**src/rtl/cell_editor_if.sv**
```systemverilog
// cell_editor_if: command handshake, board-memory port and status bundle for the cell editor.
interface cell_editor_if #(
  parameter int LOG_BOARD_SIZE = 6,
  parameter int WORD_SIZE = 16,
  parameter int LOG_MAX_ADDR = 8
);
  logic req_valid;
  logic req_ready;
  logic [1:0] req_op;
  logic [LOG_BOARD_SIZE-1:0] cell_x;
  logic [LOG_BOARD_SIZE-1:0] cell_y;
  logic [LOG_MAX_ADDR-1:0] addr;
  logic [WORD_SIZE-1:0] data_r;
  logic [WORD_SIZE-1:0] data_w;
  logic we;
  logic busy;
  logic done;
  modport master (
    output req_valid, req_op, cell_x, cell_y, data_r,
    input req_ready, addr, data_w, we, busy, done
  );
  modport slave (
    input req_valid, req_op, cell_x, cell_y, data_r,
    output req_ready, addr, data_w, we, busy, done
  );
endinterface

```
**src/rtl/cell_editor.sv**
```systemverilog
// cell_editor: turns cell toggle/set/clear and board-clear commands into BRAM read-modify-write or sweep writes.
module cell_editor #(
  parameter int BOARD_SIZE = 64,
  parameter int WORD_SIZE = 16,
  parameter int READ_LATENCY = 2,
  parameter int LOG_BOARD_SIZE = $clog2(BOARD_SIZE),
  parameter int LOG_WORD_SIZE = $clog2(WORD_SIZE),
  parameter int LOG_MAX_ADDR = $clog2(BOARD_SIZE * BOARD_SIZE / WORD_SIZE)
) (
  input logic clk,
  input logic rst,
  cell_editor_if.slave bus
);
  localparam int WORDS_PER_ROW = BOARD_SIZE / WORD_SIZE;
  localparam int TOTAL_WORDS = BOARD_SIZE * WORDS_PER_ROW;
  localparam int CW = $clog2(READ_LATENCY + 1);
  localparam logic [LOG_MAX_ADDR-1:0] LAST = LOG_MAX_ADDR'(TOTAL_WORDS - 1);
  typedef enum logic [1:0] {IDLE, RD_WAIT, WRITE, CLEAR} state_t;
  state_t state, state_n;
  logic [LOG_MAX_ADDR-1:0] addr, mapped;
  logic [CW-1:0] cnt;
  logic [WORD_SIZE-1:0] word, mask, edited;
  logic [LOG_WORD_SIZE-1:0] bit_idx;
  logic [1:0] op;
  logic done, accept;
  assign accept = state == IDLE && bus.req_valid;
  assign mapped = LOG_MAX_ADDR'(bus.cell_y) * LOG_MAX_ADDR'(WORDS_PER_ROW)
                + LOG_MAX_ADDR'(bus.cell_x >> LOG_WORD_SIZE);
  // MSB-first layout: column offset 0 lands on bit WORD_SIZE-1
  assign mask = WORD_SIZE'(1) << bit_idx;
  assign edited = op == 2'b00 ? word ^ mask : op == 2'b01 ? word | mask : word & ~mask;
  assign bus.req_ready = state == IDLE;
  assign bus.busy = state != IDLE;
  assign bus.we = state == WRITE || state == CLEAR;
  assign bus.data_w = state == WRITE ? edited : '0;
  assign bus.addr = addr;
  assign bus.done = done;
  always_comb begin
    state_n = state;
    unique case (state)
      IDLE: if (bus.req_valid) state_n = bus.req_op == 2'b11 ? CLEAR : RD_WAIT;
      RD_WAIT: if (cnt == CW'(1)) state_n = WRITE;
      WRITE: state_n = IDLE;
      CLEAR: if (addr == LAST) state_n = IDLE;
      default: state_n = IDLE;
    endcase
  end
  always_ff @(posedge clk or posedge rst)
    if (rst) state <= IDLE;
    else state <= state_n;
  always_ff @(posedge clk or posedge rst)
    if (rst) begin
      addr <= '0;
      cnt <= '0;
      word <= '0;
      bit_idx <= '0;
      op <= '0;
      done <= 1'b0;
    end else begin
      done <= state == WRITE || (state == CLEAR && addr == LAST);
      if (accept) begin
        op <= bus.req_op;
        bit_idx <= ~bus.cell_x[LOG_WORD_SIZE-1:0];
        addr <= bus.req_op == 2'b11 ? '0 : mapped;
        cnt <= CW'(READ_LATENCY);
      end
      if (state == RD_WAIT) begin
        cnt <= cnt - CW'(1);
        if (cnt == CW'(1)) word <= bus.data_r;
      end
      if (state == CLEAR) addr <= addr + LOG_MAX_ADDR'(1);
    end
endmodule

```
**src/flat_wrapper.sv**
```systemverilog
// flat-port wrapper written by rule: the top's interface ports become plain ports
module cell_editor_flat 
#(
  parameter int BOARD_SIZE = 64,
  parameter int WORD_SIZE = 16,
  parameter int READ_LATENCY = 2,
  parameter int LOG_BOARD_SIZE = $clog2(BOARD_SIZE),
  parameter int LOG_WORD_SIZE = $clog2(WORD_SIZE),
  parameter int LOG_MAX_ADDR = $clog2(BOARD_SIZE * BOARD_SIZE / WORD_SIZE)
)
  (clk, rst, bus_req_valid, bus_req_op, bus_cell_x, bus_cell_y, bus_data_r, bus_req_ready, bus_addr, bus_data_w, bus_we, bus_busy, bus_done);
  cell_editor_if #(.LOG_BOARD_SIZE(LOG_BOARD_SIZE), .WORD_SIZE(WORD_SIZE), .LOG_MAX_ADDR(LOG_MAX_ADDR)) bus_i ();
  input logic clk;
  input logic rst;
  input wire logic [$bits(bus_i.req_valid)-1:0] bus_req_valid;
  input wire logic [$bits(bus_i.req_op)-1:0] bus_req_op;
  input wire logic [$bits(bus_i.cell_x)-1:0] bus_cell_x;
  input wire logic [$bits(bus_i.cell_y)-1:0] bus_cell_y;
  input wire logic [$bits(bus_i.data_r)-1:0] bus_data_r;
  output wire logic [$bits(bus_i.req_ready)-1:0] bus_req_ready;
  output wire logic [$bits(bus_i.addr)-1:0] bus_addr;
  output wire logic [$bits(bus_i.data_w)-1:0] bus_data_w;
  output wire logic [$bits(bus_i.we)-1:0] bus_we;
  output wire logic [$bits(bus_i.busy)-1:0] bus_busy;
  output wire logic [$bits(bus_i.done)-1:0] bus_done;
  assign bus_i.req_valid = bus_req_valid;
  assign bus_i.req_op = bus_req_op;
  assign bus_i.cell_x = bus_cell_x;
  assign bus_i.cell_y = bus_cell_y;
  assign bus_i.data_r = bus_data_r;
  assign bus_req_ready = bus_i.req_ready;
  assign bus_addr = bus_i.addr;
  assign bus_data_w = bus_i.data_w;
  assign bus_we = bus_i.we;
  assign bus_busy = bus_i.busy;
  assign bus_done = bus_i.done;
  cell_editor #(.BOARD_SIZE(BOARD_SIZE), .WORD_SIZE(WORD_SIZE), .READ_LATENCY(READ_LATENCY), .LOG_BOARD_SIZE(LOG_BOARD_SIZE), .LOG_WORD_SIZE(LOG_WORD_SIZE), .LOG_MAX_ADDR(LOG_MAX_ADDR)) u_core (.clk(clk), .rst(rst), .bus(bus_i));
endmodule
```
**config.mk**
```make
export PLATFORM = sky130hd
export DESIGN_NAME = cell_editor_flat
export DESIGN_NICKNAME = d
export VERILOG_FILES = /design/src/rtl/cell_editor_if.sv /design/src/rtl/cell_editor.sv /design/src/flat_wrapper.sv
export SDC_FILE = /design/constraint.sdc
export NUM_CORES = 1
export LEC_CHECK = 0
export CAP_MARGIN = 20
export CORE_UTILIZATION = 42
export CTS_CLUSTER_DIAMETER = 30
export CTS_CLUSTER_SIZE = 8
export DETAILED_ROUTE_END_ITERATION = 8
export PLACE_DENSITY = 0.76
export REMOVE_ABC_BUFFERS = 1
export SLEW_MARGIN = 20
export SYNTH_ARGS = -nofsm -noshare
export SYNTH_HDL_FRONTEND = slang
export SYNTH_SLANG_ARGS = --single-unit
```
**constraint.sdc**
```tcl
create_clock -name clk -period 1.5 [get_ports clk]
set_input_delay 0.3 -clock clk [delete_from_list [all_inputs] [get_ports clk]]
set_output_delay 0.3 -clock clk [all_outputs]
set_load 0.03 [all_outputs]
```
# Word-level counts from Yosys, hierarchy flattened
# Cells that the tools add are included.
[word_totals] output_inout_bits=28 in_bits=33 register_bits=35 wordCells=50
[classes] shift=1 n_mux=13 bitwise=5 n_eq_ne=10 add_sub_neg=3 reduce_logical=11
[ops] operator="$mux 16" n=3
[ops] operator="$mux 8" n=3
[ops] operator="$and 16x16->16" n=1
[ops] operator="$not 16->16" n=1
[ops] operator="$or 16x16->16" n=1
[ops] operator="$shl 1x4->16 const A" n=1
[ops] operator="$xor 16x16->16" n=1
[ops] operator="$mux 2" n=6
[ops] operator="$add 8x1->8 const B" n=1
[ops] operator="$add 8x2->8" n=1
[ops] operator="$eq 8x8->1 const B" n=1
[ops] operator="$pmux 2 s4" n=1
[ops] operator="$eq 2x1->1 const B" n=3
[ops] operator="$eq 2x2->1 const B" n=3
[ops] operator="$reduce_bool 2->1" n=3
[ops] operator="$logic_not 2->1" n=2
[ops] operator="$ne 2x2->1 const B" n=2
[ops] operator="$not 4->4" n=1
[ops] operator="$reduce_and 3->1" n=1
[ops] operator="$logic_and 1x1->1" n=2
[ops] operator="$logic_or 1x1->1" n=2
[ops] operator="$ne 2x1->1 const B" n=1
[ops] operator="$reduce_and 2->1" n=1
[ops] operator="$sub 2x1->2 const B" n=1

# Depth between registers and ports, before layout
[depth] ltp_word=6 ltp_mapped=6 mapped_depth_nobuf=5

# Worst setup path after synthesis
# No wires, ideal clock.
[synth_path] path_kind="register to output" from="register u_core.bit_idx[0]" to="output port bus_data_w[0]" stages_incl_launch_ff=5 arrival_time_ns=1.723 path_buffers=1 t_required_ns=1.200 slack_ns=-0.523 path_cell_list="dfrtp_1 > or2_0 > buf_2 > or4_1 > a21oi_1"
[synth_via] elab_chain_cells=6 elab_cells_between_ends=8 cone_classes="1 x shift; 3 x mux; 4 x bitwise"
[synth_lines] item="from (decl)" line_no="cell_editor.sv:23" source="logic [LOG_WORD_SIZE-1:0] bit_idx;"
[synth_lines] item="from (signal assigned)" line_no="cell_editor.sv:63" source="bit_idx <= ~bus.cell_x[LOG_WORD_SIZE-1:0];"
[synth_lines] item="$shl 1x4->16 (*)" line_no="cell_editor.sv:30" source="assign mask = WORD_SIZE'(1) << bit_idx;"
[synth_lines] item="$not 16->16" line_no="cell_editor.sv:31" source="assign edited = op == 2'b00 ? word ^ mask : op == 2'b01 ? word | mask : word & ~mask;"
[synth_lines] item="$and 16x16->16" line_no="cell_editor.sv:31"
[synth_lines] item="$mux 16" line_no="cell_editor.sv:31"
[synth_lines] item="$mux 16 (*)" line_no="cell_editor.sv:31"
[synth_lines] item="$mux 16 (*)" line_no="cell_editor.sv:35" source="assign bus.data_w = state == WRITE ? edited : '0;"
[synth_lines] item="to (decl)" line_no="flat_wrapper.sv:22" source="output wire logic [$bits(bus_i.data_w)-1:0] bus_data_w;"
# Every way passes the cells marked *; elsewhere a longest branch is shown, timed or not.

# Final worst setup path
[layout_path] from="register u_core.bit_idx[2]" to="output port bus_data_w[12]"
# Same word-level chain as after synthesis.

==> out/metrics.cfg <==
[status]
outcome = finished, violations left
violations = negative setup slack

[drt]
drt_first_pass_iters = 7
drc = 0
routed_wl_um = 5450
drt_iter0_drc = 164
drtAntennaViolNets = 0
vias_per_cell = 5.59
vias = 1979
wire_per_inst_um = 15.4

[sta]
finalSetupViolCount = 17
worstMarginPinSlew_ns = 0.429
hold_violations = 0
relSlewSlack_pct = 71.1
final-max-slew-violation-count = 0
fmax_mhz = 467
timing.final.crit_share_pct = 143
worst_hold_slack_ns = 0.358
final.min_clock_period_ns = 2.14
rsz0062_at_grt = true
fin_ws_ns = -0.641
fin_worst_skew_ns = 0.00868

[pwr]
p_per_area_mw_per_mm2 = 1980
leakagePower_nw = 1.38
finalPower_mw = 6.37
max-vdd-ir-drop_uv = 1210

[placed_design]
dpl.hpwl_um = 3510
gp_congestion = 0.804
placed_area_mm2 = 0.00278
numPortBuffers = 60
dp_slack_ns = -0.412

[layout]
final_area_mm2 = 0.00321
fillers = 316
antenna_cells = 0
multi_input_area_mm2 = 0.00122
nNetsFinal = 337
area_growth_syn_to_layout_pct = 60.7
seq_area_um2 = 878
final_layout_size_suffix_gt1_share_pct = 39.1

[floorplanning]
io_pins = 61
die_area_mm2 = 0.00504
die_y_um = 71.0
core_mm2 = 0.00447
rows = 24
die_w_um = 71.0
initial_core_util_pct = 44.7

[global_routing]
grt_overflow = 0
grt_usage_pct = 22.1
grt_pass1_vias = 1916
antenna_found_initial = 0
grt_first_pass_wirelength_um = 8670
grt_max_degree = 36

[clock_network]
cts_tree = yes
clkSinkCount = 35
cts_buffers = 5
cts_hold_buf = 0
path_clk_slew_ns = 0.07
cts-root-buf = clkbuf_8
clk_latency_ns = 0.29
clock_path_buffers = 2
cts_max_level = 2

[worst_setup_path]
worstPathRequired_ns = 1.20
cp.arrival_ns = 1.84
crit_path_start_kind = register
critPathKind = reg2out
critPathMaxFanout = 8
cp-end-kind = primary output

[logic_synthesis]
synth_area_mm2 = 0.00200
synth_seq_area_share_pct = 43.8
ys_ff_latch = 35
ys_types = 34
yosysWarnings = 0
postSynthAreaPerCell_um2 = 9.48
synth_cells = 211

[job]
maxCapViolations = 0

[min_path]
hold_path_class = in2async

## final cells by class
cell class                      count  area share [%]
Multi-Input combinational cell    159            37.8
Timing Repair Buffer               96            29.5
Clock inverter                      1           0.156
Tap cell                           52            2.02
Sequential cell                    35            27.3
Inverter                            5           0.584
Clock buffer                        6            2.57
## Yosys cell counts
| library cell | number | area share [%] |
|---|---|---|
| nor2_1 | 4 | 0.75 |
| nor3_1 | 3 | 0.75 |
| a221o_1 | 1 | 0.50 |
| o21ai_0 | 22 | 5.5 |
| mux2_2 | 16 | 9.0 |
| o211ai_1 | 5 | 1.9 |
| or3_1 | 4 | 1.3 |
| nor3b_4 | 1 | 0.94 |
| nor2b_1 | 6 | 1.9 |
| a21boi_0 | 1 | 0.38 |
| buf_2 | 6 | 1.5 |
| o21bai_1 | 1 | 0.38 |
| and2_1 | 1 | 0.31 |
| o311ai_0 | 3 | 1.3 |
| a211oi_1 | 1 | 0.38 |
| inv_1 | 5 | 0.94 |
| a21o_1 | 2 | 0.75 |
| nand4_1 | 2 | 0.63 |
| nand2b_1 | 6 | 1.9 |
| nand3b_1 | 1 | 0.38 |
| or2_0 | 1 | 0.31 |
| or4_1 | 16 | 6.0 |
| ha_1 | 2 | 1.3 |
| buf_6 | 1 | 0.56 |
| or3b_2 | 1 | 0.44 |
| clkbuf_1 | 5 | 0.94 |
| mux2i_1 | 1 | 0.50 |
| and2b_1 | 7 | 2.6 |
| and2b_2 | 3 | 1.3 |
| or2_1 | 1 | 0.31 |
| nand2_1 | 17 | 3.2 |
| a21oi_1 | 21 | 5.3 |
| nand3_1 | 9 | 2.3 |
| dfrtp_1 | 35 | 44 |
## worst max-delay path, stage by stage, from the launching register on
cell,delay (ns)
dfrtp_1,0.42
buf_4,0.15
nand2_2,0.09
or4_1,0.56
a21oi_2,0.18
buf_6,0.15
## where the power goes
| part | internal [mW] | switching (mW) | leakage, nW |
|---|---|---|---|
| Sequential | 1.41 | 0.438 | 0.417 |
| Clock | 0.360 | 0.344 | 0.0470 |
| Combinational | 1.92 | 1.89 | 0.913 |
| Total | 3.70 | 2.67 | 1.38 |
## repair_timing
action | CTS | global route
endpoints found under the setup margin | 32 | 19
resized for setup | 45 | 34
gates cloned | 0 | 0
buffers inserted | 4 | 9
pin swaps | 5 | 15
## registers in the layout (all words and copies together), names as in the netlist
register         cells
u_core.state         2
u_core.bus.done      1
u_core.bit_idx       4
u_core.word         16
u_core.bus.addr      8
u_core.cnt           2
u_core.op            2
## path summary, 6_finish.rpt
check	slack, ns	startpoint	cells past startpoint	end
max in group asynchronous	0.95	rst	3	u_core.op[0]
min	0.36	rst	3	u_core.word[9]
min reg2reg	0.52	u_core.cnt[1]	2	u_core.cnt[1]
min in group clk	0.52	u_core.cnt[1]	2	u_core.cnt[1]
max reg2reg	0.08	u_core.state[0]	4	u_core.bus.addr[7]
max	-0.64	u_core.bit_idx[2]	5	bus_data_w[12]
## layer usage
metal,global-route usage (%),wire length [µm],up-vias
met4,6.89,94,0
met1,26.5,2360,951
met3,5.70,269,11
met2,38.8,2720,61
li1,-,-,956
met5,0,0,-
## metrics by stage
| stage | instances | util, % | TNS (ns) |
|---|---|---|---|
| CTS | 345 | 67.4 | -9.33 |
| finish | 354 | 71.8 | -9.36 |
| floorplan | 199 | - | -11.17 |
| global placement | 334 | 62.2 | -9.30 |
| global route | 354 | 71.8 | -10.48 |
| detailed placement | 334 | 62.2 | -9.54 |
## layout by cell type (no fill, tap or decap), types with 2 or more instances in the layout
master	count
ha_1	2
o21ai_0	22
nor2_1	3
buf_6	23
nand2_1	15
buf_4	28
a21oi_2	9
or4_1	5
o311ai_0	2
or2_4	2
clkbuf_8	6
or4_4	11
and2b_2	3
nand2_2	2
nor3_1	3
dlygate4sd2_1	9
nand2b_4	4
and2b_1	7
dfrtp_1	33
nor2b_1	6
a21oi_1	8
nand2b_1	2
mux2_2	16
clkdlybuf4s50_1	32
buf_12	4
dfrtp_2	2
or3_1	4
nand3_1	9
a21o_1	2
o211ai_1	5
nand4_1	2
inv_1	5
a21oi_4	4
## cell families (layout without fill, tap and decap cells)
kind of cell	after synthesis	in the layout	share of synthesized area, %
AOI/OAI and AO/OA	57	57	16.3
buffers and inverters	17	108	3.94
and+or+nand+nor	83	83	25.2
muxes	17	17	9.51
adders and majority gates	2	2	1.25
DFF	35	35	43.8
No activity file was read; power rests on OpenSTA's default activity.
